**src/rtl/adder381_pkg.sv**
```systemverilog
// Shared constants and FSM encoding for the 381-bit sequential adder.
package adder381_pkg;

  localparam int WIDTH    = 381;
  localparam int CHUNK    = 32;
  localparam int CHUNK_LG = $clog2(CHUNK);
  localparam int NCHUNK   = (WIDTH + CHUNK - 1) / CHUNK;
  localparam int PWIDTH   = NCHUNK * CHUNK;
  localparam int IDXW     = $clog2(NCHUNK);

  typedef enum logic [1:0] {
    IDLE = 2'd0,
    RUN  = 2'd1,
    HOLD = 2'd2
  } state_e;

endpackage

```
**src/rtl/cla_add_32bit.sv**
```systemverilog
// 32-bit carry-lookahead adder slice: 4-bit groups with a lookahead chain across groups.
module cla_add_32bit (
  input  logic [31:0] a,
  input  logic [31:0] b,
  input  logic        cin,
  output logic [31:0] sum,
  output logic        cout
);

  logic [31:0] p;
  logic [31:0] g;
  logic [32:0] c;
  logic [7:0]  grp_g;
  logic [7:0]  grp_p;
  logic [8:0]  grp_c;

  // Bit propagate/generate, group lookahead terms, then per-bit carries inside each group.
  always_comb begin
    p     = a ^ b;
    g     = a & b;
    grp_g = '0;
    grp_p = '0;
    grp_c = '0;
    c     = '0;
    for (int i = 0; i < 8; i++) begin
      grp_g[i] = g[4*i+3]
               | (p[4*i+3] & g[4*i+2])
               | (p[4*i+3] & p[4*i+2] & g[4*i+1])
               | (p[4*i+3] & p[4*i+2] & p[4*i+1] & g[4*i]);
      grp_p[i] = &p[4*i +: 4];
    end
    grp_c[0] = cin;
    for (int i = 0; i < 8; i++) begin
      grp_c[i+1] = grp_g[i] | (grp_p[i] & grp_c[i]);
    end
    for (int i = 0; i < 8; i++) begin
      c[4*i] = grp_c[i];
      for (int j = 0; j < 3; j++) begin
        c[4*i+j+1] = g[4*i+j] | (p[4*i+j] & c[4*i+j]);
      end
    end
    c[32] = grp_c[8];
    sum   = p ^ c[31:0];
    cout  = c[32];
  end

endmodule

```
**src/rtl/adder_381bit_seq_ctrl.sv**
```systemverilog
// Sequencer that adds two 381-bit operands one 32-bit chunk per clock through a shared CLA slice.
module adder_381bit_seq_ctrl
  import adder381_pkg::*;
(
  input  logic             clk,
  input  logic             rst_n,
  input  logic             in_valid,
  output logic             in_ready,
  input  logic [WIDTH-1:0] a,
  input  logic [WIDTH-1:0] b,
  input  logic             cin,
  output logic             out_valid,
  input  logic             out_ready,
  output logic [WIDTH-1:0] sum,
  output logic             cout
);

  state_e               state_q, state_d;
  logic [IDXW-1:0]      idx_q, idx_d;
  logic                 carry_q, carry_d;
  logic [PWIDTH-1:0]    a_q, a_d;
  logic [PWIDTH-1:0]    b_q, b_d;
  logic [PWIDTH-1:0]    sum_q, sum_d;
  logic                 in_ready_q, in_ready_d;
  logic                 out_valid_q, out_valid_d;

  logic [IDXW+CHUNK_LG-1:0] base;
  logic [CHUNK-1:0]         slice_sum;
  logic                     slice_cout;

  assign base = {idx_q, {CHUNK_LG{1'b0}}};

  cla_add_32bit u_slice (
    .a    (a_q[base +: CHUNK]),
    .b    (b_q[base +: CHUNK]),
    .cin  (carry_q),
    .sum  (slice_sum),
    .cout (slice_cout)
  );

  // Next-state logic: capture operands, walk chunks LSB-first, hold the result until taken.
  always_comb begin
    state_d = state_q;
    idx_d   = idx_q;
    carry_d = carry_q;
    a_d     = a_q;
    b_d     = b_q;
    sum_d   = sum_q;
    case (state_q)
      IDLE: begin
        if (in_valid && in_ready_q) begin
          a_d     = {{(PWIDTH-WIDTH){1'b0}}, a};
          b_d     = {{(PWIDTH-WIDTH){1'b0}}, b};
          carry_d = cin;
          idx_d   = '0;
          state_d = RUN;
        end
      end
      RUN: begin
        sum_d[base +: CHUNK] = slice_sum;
        carry_d              = slice_cout;
        if (idx_q == IDXW'(NCHUNK - 1)) begin
          idx_d   = '0;
          state_d = HOLD;
        end else begin
          idx_d = idx_q + 1'b1;
        end
      end
      HOLD: begin
        if (out_ready) begin
          state_d = IDLE;
        end
      end
      default: begin
        state_d = IDLE;
        idx_d   = '0;
      end
    endcase
    in_ready_d  = (state_d == IDLE);
    out_valid_d = (state_d == HOLD);
  end

  // State, datapath and registered handshake outputs; reset discards any partial result.
  always_ff @(posedge clk or negedge rst_n) begin
    if (!rst_n) begin
      state_q     <= IDLE;
      idx_q       <= '0;
      carry_q     <= 1'b0;
      a_q         <= '0;
      b_q         <= '0;
      sum_q       <= '0;
      in_ready_q  <= 1'b0;
      out_valid_q <= 1'b0;
    end else begin
      state_q     <= state_d;
      idx_q       <= idx_d;
      carry_q     <= carry_d;
      a_q         <= a_d;
      b_q         <= b_d;
      sum_q       <= sum_d;
      in_ready_q  <= in_ready_d;
      out_valid_q <= out_valid_d;
    end
  end

  // Bits above WIDTH hold the final carry; the two padding bits are structurally zero.
  assign sum       = sum_q[WIDTH-1:0];
  assign cout      = |sum_q[PWIDTH-1:WIDTH];
  assign in_ready  = in_ready_q;
  assign out_valid = out_valid_q;

endmodule

```
**config.mk**
```make
export PLATFORM = sky130hd
export DESIGN_NAME = adder_381bit_seq_ctrl
export DESIGN_NICKNAME = d
export VERILOG_FILES = /design/src/rtl/adder381_pkg.sv /design/src/rtl/cla_add_32bit.sv /design/src/rtl/adder_381bit_seq_ctrl.sv
export SDC_FILE = /design/constraint.sdc
export NUM_CORES = 2
export LEC_CHECK = 0
export ABC_CLOCK_PERIOD_IN_PS = 6000
export CORE_MARGIN = 10
export CORE_UTILIZATION = 27
export DETAILED_ROUTE_END_ITERATION = 7
export GPL_TIMING_DRIVEN = 0
export PLACE_DENSITY_LB_ADDON = 0.12
export SLEW_MARGIN = 20
export SYNTH_ARGS = -nofsm -noshare
export SYNTH_HDL_FRONTEND = slang
export SYNTH_SLANG_ARGS = --single-unit
```
**constraint.sdc**
```tcl
create_clock -name clk -period 6 [get_ports clk]
set_clock_uncertainty 0.05 [all_clocks]
set_input_delay 0.9 -clock clk [delete_from_list [all_inputs] [get_ports clk]]
set_output_delay 0.9 -clock clk [all_outputs]
set_load 0.005 [all_outputs]
```
==> impl_metrics.toml <==
[outcome]
status = "finished, final reports clean"

[grt]
grt_pass1_wl_um = 394000
antenna_found_initial = 115
grt-ovfl-total = 0
grt_max_degree = 139
grt_pass1_vias = 46751
grtUsageTotal_pct = 26.2

[route]
routed_wl_um = 294000
ant_nets = 0
wl_met1_um = 117000
post_drt_wl_per_cell_um = 30.6
drt-initial-drc-count = 3399
via_count = 44828
vias_per_cell = 4.67
dr.max_layer_used = "met5"
drc = 0
dr.pass1.iters = 5
wl_met3_um = 20300
wl_met2_um = 144000

[cts]
cts_tree = "built"
cts_root_buffer = "clkbuf_16"
cts_num_sinks = 1155
cts_made_buffers = 139
insertion_delay_ns = 0.80
h-tree-depth = 4
cts_buffer_depth = 3
clk_pin_slew_ns = 0.06

[min_path]
holdCritPathClass = "flop to flop"

[yosys]
ys_top_cells_by_area = "dfrtp_1 54%, nand2_1 18%, mux4_2 6.2%"
synth_edf_count = 0
ys_seq_area_share_pct = 53.9
synth_flop_cell = "dfrtp_1"
synth_nets = 6305
avgSynthCellArea_um2 = 9.80
post-synth-top-area-cell = "dfrtp_1"
synth_warnings = 0
ys_async_sr_fraction_pct = 100
synth_top_area_share_pct = 53.9
synth_cell_type_count = 57
synth-seq-cells = 1155
netlist_area_um2 = 53700
synth_cells = 5478

[sta]
slew_violations = 0
setup-tns-final_ns = 0
fmax_ghz = 0.170
timing.slew.headroom_pct = 15.8
period_share_pct = 98.3
finalHoldViolations = 0
tightestPinTransition_ns = 1.26
worst_hold_slack_ns = 0.420
finalSetupViolations = 0
fin_crit_ns = 5.90
timing.final.ws_setup_ns = 0.102

[place]
dp_hpwl_um = 235000
placedCellCount = 9282
port_buffers = 1150
routabilityCongestion = 0.881
dp_slack_ns = -2.04

[cells_and_area]
fin_nets = 7649
fin_cells = 9600
area_growth_pct = 39.9
drive_above_1_share_pct = 18.4

[power]
power.density_nw_per_um2 = 684
power_leakage_nw = 36.1
peakVddDrop_v = 0.000797
total_power_mw = 51.4

[die]
fp.coreArea_um2 = 197000
start_util_pct = 27.2
fp.dieH_um = 466
die-area_um2 = 217000
ios = 1151
rows = 163
die-width_um = 466

[worst_setup_path]
r2r_slack_ns = 0.10
cp_data_arrival_time_ns = 6.51
r2r_start = "idx_q[1]$_DFFE_PN0P_"
worstRegToRegCells = 18
crit_path_start = "idx_q[1]$_DFFE_PN0P_"
required_ns = 6.61
crit_type = "flop to flop"
endpoint = "sum_q[235]$_DFFE_PN0P_"
end_kind = "flop"
cp_max_fo = 10
start_kind = "flop"
r2r-end = "sum_q[235]$_DFFE_PN0P_"

[flow_run]
drv_cap = 0
[critical path: stages, from the launching register on]
cell and delay [ns]:
dfrtp_1 0.37, clkbuf_4 0.23, buf_6 0.29, buf_4 0.34
mux4_2 0.42, a22oi_1 0.39, o21ai_1 0.23, ha_1 0.41
nand3_1 0.08, nor2_1 0.16, or3_1 0.17, a21oi_1 0.10
fa_1 0.48, fa_1 0.48, fa_2 0.41, xor2_2 0.49
buf_6 0.26, nor2_1 0.09, mux2_2 0.30
[metrics by stage]
step	instance area, um2	utilization [%]
finish	75100	38.0
global route	75100	38.0
detailed placement	69000	34.9
global placement	68500	34.7
floorplan	53700	-
CTS	74500	37.8
[power by group]
part / internal [mW] / switching [mW] / total, mW
clock network: 5.19 / 3.61 / 8.80
logic: 11.3 / 18.3 / 29.6
registers: 11.1 / 1.86 / 13.0
[cells in the mapped netlist (all sizes together) (2+ instances only)]
cell	number
a21o	3
a21oi	59
a221o	6
a22oi	2
and2	4
and3	5
buf	501
clkbuf	190
dfrtp	1155
fa	24
ha	36
inv	51
mux2	253
mux2i	95
mux4	147
nand2	2516
nand2b	5
nand3	13
nand4	4
nor2	122
nor2b	3
nor3	4
o21a	3
o21ai	182
o22a	37
o31ai	29
o41ai	3
or3	3
xnor2	5
xor2	5
[kinds of logic (layout without fill, tap and decap cells)]
family                     after synthesis  in the layout  share of synthesized area [%]
adders and majority gates               60             60                           1.73
muxes                                  495            495                           13.2
DFF                                   1155           1155                           53.9
other                                    0             33                              0
AOI/OAI and AO/OA                      334            334                           3.74
xor gates and xnor gates                10             10                          0.177
and+or+nand+nor                       2682           2682                           19.0
buffers and inverters                  742           2191                           8.23
[cells in the final DEF, fill, tap and decap left out, types with 33 or more instances in the layout]
cell             count
inv_1               50
clkdlybuf4s50_1   1149
clkbuf_1           203
a21oi_1             53
dfrtp_1           1154
ha_1                33
mux2i_1             50
nand2_1           2515
buf_4              431
clkbuf_8            38
mux4_2             147
diode_2             33
buf_2               60
o21ai_0            169
clkbuf_16          144
mux2_2             242
nor2_1             118
[cell type report]
| cell class | instances | area (um2) |
|---|---|---|
| Clock inverter | 36 | 445 |
| Timing Repair Buffer | 1203 | 12300 |
| Multi-Input combinational cell | 3581 | 21000 |
| Tap cell | 2640 | 3300 |
| Sequential cell | 1155 | 28900 |
| Inverter | 51 | 195 |
| Fill cell | 20275 | 122000 |
| Buffer | 691 | 4650 |
| Clock buffer | 210 | 4210 |
| Antenna cell | 33 | 82.6 |
[per-layer routing]
| layer | vias to the layer above | track usage, % |
|---|---|---|
| li1 | 20033 | - |
| met1 | 22519 | 31.6 |
| met2 | 1741 | 44.8 |
| met3 | 455 | 6.79 |
| met4 | 80 | 9.80 |
| met5 | - | 0 |
[repair_timing]
action,CTS,global route
setup endpoints to repair,339,130
resized for setup,177,80
buffers inserted,20,18
pin swaps,10,6
hold endpoints to repair,86,0
hold buffers,1,0
gates cloned,0,0
[state kept, by name, indices dropped and copies added, names as in the netlist]
register,count
idx_q,4
a_q,381
in_ready,1
out_valid,1
carry_q,1
state_q,2
b_q,381
sum_q,384
[worst min-delay path by stage]
stage                     cells after the start  slack, ns                  from                    to
after floorplan                               2       0.39  sum_q[0]$_DFFE_PN0P_  sum_q[0]$_DFFE_PN0P_
after global placement                        2       0.40  a_q[229]$_DFFE_PN0P_  a_q[229]$_DFFE_PN0P_
after detailed placement                      2       0.41  b_q[223]$_DFFE_PN0P_  b_q[223]$_DFFE_PN0P_
after CTS                                     2       0.42  a_q[320]$_DFFE_PN0P_  a_q[320]$_DFFE_PN0P_
after global routing                          2       0.44   a_q[86]$_DFFE_PN0P_   a_q[86]$_DFFE_PN0P_
final                                         2       0.42  b_q[169]$_DFFE_PN0P_  b_q[169]$_DFFE_PN0P_
Note: power is estimated with default switching activity, not from simulation.
